===== src/rtl/char_seq_pkg.sv =====
// -----------------------------------------------------------------------------
// char_seq_pkg
//   Shared definitions for the character sequencer: character width and type,
//   the FSM state encoding and the blank character sent on a loop gap.
//   Optional feature macro used by the design: CHAR_SEQ_BLANK_GAP_EN.
// -----------------------------------------------------------------------------
package char_seq_pkg;

  localparam int CHAR_W = 7;

  typedef logic [CHAR_W-1:0] char_t;

  // FSM state encoding (ST_GAP is only reachable with CHAR_SEQ_BLANK_GAP_EN)
  localparam logic [1:0] ST_IDLE = 2'd0;
  localparam logic [1:0] ST_EMIT = 2'd1;
  localparam logic [1:0] ST_HOLD = 2'd2;
  localparam logic [1:0] ST_GAP  = 2'd3;

  localparam char_t BLANK_CHAR = 7'h20;

endpackage


===== src/rtl/char_seq_buffer.sv =====
// -----------------------------------------------------------------------------
// char_seq_buffer
//   DEPTH x 7-bit message register file, one synchronous write port and one
//   asynchronous read port. A read of an address written in the same cycle
//   returns the old contents (the write lands on the clock edge).
// Ports
//   clk_i      system clock
//   wr_en_i    write strobe
//   wr_addr_i  write address
//   wr_data_i  character to store
//   rd_addr_i  read address
//   rd_data_o  character at rd_addr_i
// Contents are intentionally not reset.
// -----------------------------------------------------------------------------
module char_seq_buffer
  import char_seq_pkg::*;
#(
  parameter int DEPTH = 16
) (
  input  logic                     clk_i,
  input  logic                     wr_en_i,
  input  logic [$clog2(DEPTH)-1:0] wr_addr_i,
  input  char_t                    wr_data_i,
  input  logic [$clog2(DEPTH)-1:0] rd_addr_i,
  output char_t                    rd_data_o
);

  char_t mem_q [DEPTH];

  always_ff @(posedge clk_i) begin
    if (wr_en_i) begin
      mem_q[wr_addr_i] <= wr_data_i;
    end
  end

  assign rd_data_o = mem_q[rd_addr_i];

endmodule


===== src/rtl/char_sequencer.sv =====
// -----------------------------------------------------------------------------
// char_sequencer
//   Plays a message held in a small register buffer out one character at a
//   time on a strobed char interface, paced by a 60 Hz tick pulse. Optional
//   continuous looping until stop.
// Ports
//   clk          system clock (rising edge)
//   reset        synchronous active-high reset
//   tick60       one-clk pace pulse
//   wr_en/wr_addr/wr_data   buffer write port (accepted in every state)
//   start        begin playback (ignored while busy)
//   start_len    characters to play, clamped to DEPTH
//   loop         sampled with start: repeat message until stop
//   stop         abort playback, highest priority
//   char_valid   one-clk strobe marking a new character on char_out
//   char_out     current character, held between strobes
//   busy         high whenever the FSM is not IDLE
//   done         one-clk pulse when a non-looping playback completes
//   dbg_state    current FSM state (char_seq_pkg ST_* encoding)
// Build option
//   CHAR_SEQ_BLANK_GAP_EN: on a loop wrap, emit BLANK_CHAR and hold it for
//   HOLD_TICKS ticks before restarting at index 0.
// Handshake: char_valid is a pure strobe with no back-pressure; the receiver
//   must take char_out in every cycle char_valid is high.
// -----------------------------------------------------------------------------
module char_sequencer
  import char_seq_pkg::*;
#(
  parameter int DEPTH      = 16,
  parameter int HOLD_TICKS = 30
) (
  input  logic                   clk,
  input  logic                   reset,
  input  logic                   tick60,
  input  logic                   wr_en,
  input  logic [$clog2(DEPTH)-1:0] wr_addr,
  input  logic [CHAR_W-1:0]      wr_data,
  input  logic                   start,
  input  logic [$clog2(DEPTH):0] start_len,
  input  logic                   loop,
  input  logic                   stop,
  output logic                   char_valid,
  output logic [CHAR_W-1:0]      char_out,
  output logic                   busy,
  output logic                   done,
  output logic [1:0]             dbg_state
);

  localparam int AW = $clog2(DEPTH);
  localparam int HW = $clog2(HOLD_TICKS + 1);
  localparam logic [AW:0]   DEPTH_L = (AW+1)'(DEPTH);
  localparam logic [HW-1:0] HOLD_L  = HW'(HOLD_TICKS);

  logic [1:0]    state_q, state_d;
  logic [AW-1:0] idx_q, idx_d;
  logic [AW:0]   len_q, len_d;
  logic          loop_q, loop_d;
  logic [HW-1:0] hold_q, hold_d;
  char_t         char_q, char_d;
  logic          done_q, done_d;
`ifdef CHAR_SEQ_BLANK_GAP_EN
  logic          gap_q, gap_d;   // current HOLD belongs to the blank gap
`endif

  char_t rd_data;
  logic  final_tick;
  logic  last_idx;

  char_seq_buffer #(.DEPTH(DEPTH)) u_buffer (
    .clk_i     (clk),
    .wr_en_i   (wr_en),
    .wr_addr_i (wr_addr),
    .wr_data_i (wr_data),
    .rd_addr_i (idx_q),
    .rd_data_o (rd_data)
  );

  // The HOLD_TICKS-th tick of a hold: counter is at 1 (or already 0).
  assign final_tick = tick60 && (hold_q <= HW'(1));
  assign last_idx   = ({1'b0, idx_q} == (len_q - (AW+1)'(1)));

  always_comb begin
    state_d = state_q;
    idx_d   = idx_q;
    len_d   = len_q;
    loop_d  = loop_q;
    hold_d  = hold_q;
    char_d  = char_q;
    done_d  = 1'b0;
`ifdef CHAR_SEQ_BLANK_GAP_EN
    gap_d   = gap_q;
`endif

    case (state_q)
      ST_IDLE: begin
        if (start) begin
          if (start_len != '0) begin
            state_d = ST_EMIT;
            idx_d   = '0;
            len_d   = (start_len > DEPTH_L) ? DEPTH_L : start_len;
            loop_d  = loop;
          end else begin
            done_d = 1'b1;
          end
        end
      end

      ST_EMIT: begin
        // char_out shows rd_data combinationally this cycle; latch it so the
        // value is held afterwards even if the buffer entry is rewritten.
        char_d  = rd_data;
        hold_d  = HOLD_L;
        state_d = ST_HOLD;
      end

      ST_HOLD: begin
        if (tick60) begin
          if (final_tick) begin
`ifdef CHAR_SEQ_BLANK_GAP_EN
            if (gap_q) begin
              gap_d   = 1'b0;
              idx_d   = '0;
              state_d = ST_EMIT;
            end else
`endif
            if (!last_idx) begin
              idx_d   = idx_q + AW'(1);
              state_d = ST_EMIT;
            end else if (loop_q) begin
`ifdef CHAR_SEQ_BLANK_GAP_EN
              state_d = ST_GAP;
`else
              idx_d   = '0;
              state_d = ST_EMIT;
`endif
            end else begin
              done_d  = 1'b1;
              state_d = ST_IDLE;
            end
          end else begin
            hold_d = (hold_q != '0) ? hold_q - HW'(1) : '0;
          end
        end
      end

      ST_GAP: begin
        char_d  = BLANK_CHAR;
        hold_d  = HOLD_L;
        state_d = ST_HOLD;
`ifdef CHAR_SEQ_BLANK_GAP_EN
        gap_d   = 1'b1;
`endif
      end

      default: state_d = ST_IDLE;
    endcase

    // stop beats start and any same-cycle final tick; char_out is left alone
    if (stop) begin
      state_d = ST_IDLE;
      done_d  = 1'b0;
`ifdef CHAR_SEQ_BLANK_GAP_EN
      gap_d   = 1'b0;
`endif
    end
  end

  always_ff @(posedge clk) begin
    if (reset) begin
      state_q <= ST_IDLE;
      idx_q   <= '0;
      len_q   <= '0;
      loop_q  <= 1'b0;
      hold_q  <= '0;
      char_q  <= '0;
      done_q  <= 1'b0;
`ifdef CHAR_SEQ_BLANK_GAP_EN
      gap_q   <= 1'b0;
`endif
    end else begin
      state_q <= state_d;
      idx_q   <= idx_d;
      len_q   <= len_d;
      loop_q  <= loop_d;
      hold_q  <= hold_d;
      char_q  <= char_d;
      done_q  <= done_d;
`ifdef CHAR_SEQ_BLANK_GAP_EN
      gap_q   <= gap_d;
`endif
    end
  end

  assign char_valid = (state_q == ST_EMIT) || (state_q == ST_GAP);
  assign char_out   = (state_q == ST_EMIT) ? rd_data :
                      (state_q == ST_GAP)  ? BLANK_CHAR : char_q;
  assign busy       = (state_q != ST_IDLE);
  assign done       = done_q;
  assign dbg_state  = state_q;

endmodule


===== config.mk =====
export PLATFORM = sky130hd
export DESIGN_NAME = char_sequencer
export DESIGN_NICKNAME = d
export VERILOG_FILES = /design/src/rtl/char_seq_pkg.sv /design/src/rtl/char_seq_buffer.sv /design/src/rtl/char_sequencer.sv
export SDC_FILE = /design/constraint.sdc
export NUM_CORES = 1
export LEC_CHECK = 0
export BUFFER_PORTS_ARGS = -buffer_cell sky130_fd_sc_hd__buf_2
export CAP_MARGIN = 30
export CORE_MARGIN = 1.5
export CORE_UTILIZATION = 45
export CTS_CLUSTER_DIAMETER = 40
export DETAILED_ROUTE_END_ITERATION = 12
export PLACE_DENSITY = 0.74
export SLEW_MARGIN = 20
export SYNTH_ARGS = -nofsm -noshare
export SYNTH_HDL_FRONTEND = slang
export SYNTH_SLANG_ARGS = --single-unit

===== constraint.sdc =====
create_clock -name clk -period 4.65 [get_ports clk]
set_clock_uncertainty 0.05 [all_clocks]
set_input_delay 0.2325 -clock clk [delete_from_list [all_inputs] [get_ports clk]]
set_output_delay 0.2325 -clock clk [all_outputs]
set_load 0.005 [all_outputs]

==> results.cfg <==
[critical_path]
slowest_delay_ns = 0.63
required_ns = 4.37
slowest_stage = dfxtp_2
cp_cell_sequence = buf_16 > mux4_1 > mux4_2 > or3_1 > o21a_1 > buf_2
startpoint_type = flop
cp_top_family = multiplexers
path_max_fanout = 17
critPathKind = flop to primary output
crit_buf_inv = 2
end_kind = primary output
crit_arrival_ns = 2.90

[sta]
relSlewSlack_pct = 44.6
post-route-worst-setup-slack_ns = 1.47
finalSetupViolCount = 0
holdWs_ns = 0.0641
worstMarginPinSlew_ns = 0.828
tns_ns = 0
period_needed_ns = 3.18
hold_violations = 0
max_clock_freq_mhz = 314
rsz0062_at_grt = no
period_share_pct = 68.5
maxSlewViolCount = 0

[yosys]
yosysUniqueCellTypes = 39
synth-main-ff-cell = edfxtp_1
syn_avg_cell_area_um2 = 17.3
yosysSeqAreaShare_pct = 69.8
synth_seq_cells = 141
yosys.area.top_type_share_pct = 59.5
syn_area_mm2 = 0.00565
synth_nets = 355
async_reset_ff_share_pct = 0
synth_cells = 327
yosysWarnings = 0
synth_area_leaders = edfxtp_1 60%, mux4_2 12%, dfxtp_1 10%
synth_edf_count = 112
yosys.area.top_type = edfxtp_1

[route]
drc_errors = 0
top_layer = met4
wl_met3_um = 767
vias = 3022
wire_per_inst_um = 19.3
met1_length_um = 4640
viasPerCell = 5.45
totalWireLength_um = 10700
drtIter0Drc = 254
wl_met2_um = 5240
ant_nets = 0
dr.pass1.iters = 4

[layout]
syn_to_final_growth_pct = 16.6
multiInputGateArea_mm2 = 0.00161
n_antenna_cell = 0
nets = 402
drive_above_1_share_pct = 28.0
ff_latch_area_mm2 = 0.00395
fill_cells = 980

[power_and_ir_drop]
sw_frac_of_total_pct = 21.3
share_comb_of_total_power_pct = 3.7
clkPwrFrac_pct = 45.4
switching_power_uw = 585
power_mw = 2.75
ir_drop_mv = 0.387
p_int_mw = 2.16
seqPwrFrac_pct = 51.0
power_density_mw_per_mm2 = 417
p_leak_nw = 2.18

[floorplanning]
fp-row-count = 40
initial_core_util_pct = 46.7
chipWidth_um = 115
core_area_mm2 = 0.0121
die_area_mm2 = 0.0132
ios = 35
die_y_um = 115

[global_route]
overflow = 0
antenna_found_initial = 0
grt_pass1_vias = 3107
grtUsageTotal_pct = 17.7
grt_pass1_wl_um = 16700
grt_max_degree = 29

[placement]
gp_congestion = 0.778
dp.final_hpwl_um = 6940
placement.io_buffers = 34
dp_slack_ns = 1.64

[flow_run]
maxCapViolations = 0

[clock_network]
cts.sinks = 141
clkSlewWorstSetupHoldPaths_ns = 0.06
cts_tree = yes
cts-buffers-inserted = 17
cts-htree-levels = 4
clock_path_buffers = 2
clk-insertion-delay-late_ns = 0.41
clock_tree.root_cell = clkbuf_16

[worst_hold_path]
min_path_type = input pin to flop

[run_status]
status = complete, no violations
==> path summary, 6_finish.rpt <==
kind | endpoint | from | slack [ns] | cells after the start
worst max-delay path | char_out[5] | flop | 1.47 | 6
worst min-delay path | len_q[4]$_SDFFE_PP0P_ | start_len[4] | 0.06 | 3
worst max register to register | char_q[5]$_SDFFE_PP0N_ | flop | 1.98 | 6
worst min register to register | len_q[4]$_SDFFE_PP0P_ | len_q[4]$_SDFFE_PP0P_ | 0.47 | 2
==> synthesized netlist by cell type, drive strengths merged, types with 3 or more instances <==
master / instances
inv: 7
a22o: 6
and2: 7
nand2b: 4
a21oi: 17
clkbuf: 8
buf: 6
mux4: 35
nand2: 7
nor2: 26
nor4: 3
nand3: 4
xnor2: 3
nand3b: 3
nor3: 13
ha: 5
mux2i: 5
edfxtp: 112
nor3b: 4
dfxtp: 29
==> state kept, by name, indices dropped and copies added (netlist names), named ones only <==
signal / flops
hold_q: 5
len_q: 5
char_q: 7
u_buffer.mem_q: 112
done: 1
idx_q: 4
dbg_state: 2
loop_q: 1
==> through the flow <==
stage	utilization [%]	area, um^2	instances
6_report	54.4	6590	554
5_1_grt	54.4	6590	554
4_1_cts	54.2	6560	553
3_5_place_dp	49.6	6000	521
3_3_place_gp	49.4	5990	518
2_1_floorplan	-	5650	327
==> placed cells by master, fill, tap and decap left out, types with 5 or more instances in the layout <==
| cell | Yosys | layout |
|---|---|---|
| nor3_1 | 13 | 13 |
| clkbuf_16 | 0 | 17 |
| buf_2 | 0 | 36 |
| ha_1 | 5 | 5 |
| inv_1 | 7 | 7 |
| nor2_1 | 26 | 26 |
| edfxtp_1 | 112 | 112 |
| a21oi_1 | 17 | 17 |
| mux4_2 | 30 | 30 |
| nand2_1 | 7 | 7 |
| mux2i_1 | 5 | 5 |
| a22o_1 | 6 | 6 |
| mux4_1 | 5 | 5 |
| dfxtp_1 | 29 | 28 |
| and2_1 | 7 | 7 |
==> layer usage <==
layer,global-route usage [%],vias to the layer above
met1,23.4,1499
li1,-,1400
met2,27.7,117
met4,5.93,0
met5,0,-
met3,6.33,6
==> cells by family after synthesis <==
logic type	count (synthesis)	share of synthesized area [%]
DFF	141	69.8
and+or+nand+nor	82	7.66
muxes	41	15.4
AOI/OAI and AO/OA	32	3.63
buffers and inverters	21	1.66
xor gates and xnor gates	5	0.775
adders and majority gates	5	1.11
==> tightest hold or removal path, cell delays in order <==
cell	delay [ns]
buf_2	0.13
nand2_1	0.07
a21oi_1	0.05
==> cell type report <==
| class | count | area share (%) |
|---|---|---|
| flip-flops and latches | 141 | 59.9 |
| multi-input cells | 165 | 24.5 |
| clock buffers | 18 | 6.51 |
| repair buffers | 42 | 3.76 |
| well taps | 168 | 3.19 |
| clock inverters | 13 | 1.77 |
| inverters | 7 | 0.399 |
==> power by group through the flow <==
stage / clock network (mW) / logic, mW / registers [mW]
5_1_grt: 1.31 / 0.111 / 1.40
6_report: 1.25 / 0.100 / 1.40
4_1_cts: 1.26 / 0.0998 / 1.40
3_3_place_gp: 0 / 0.0929 / 1.43
3_5_place_dp: 0 / 0.0985 / 1.43
2_1_floorplan: 0 / 0.0566 / 1.42
==> what timing repair did <==
| item | CTS | global route |
|---|---|---|
| endpoints found under the setup margin | 0 | 0 |
| buffers inserted | 0 | 0 |
| hold buffers | 1 | 0 |
| hold endpoints to repair | 3 | 0 |
| resized for setup | 0 | 0 |
(Power assumes the default switching activity.)
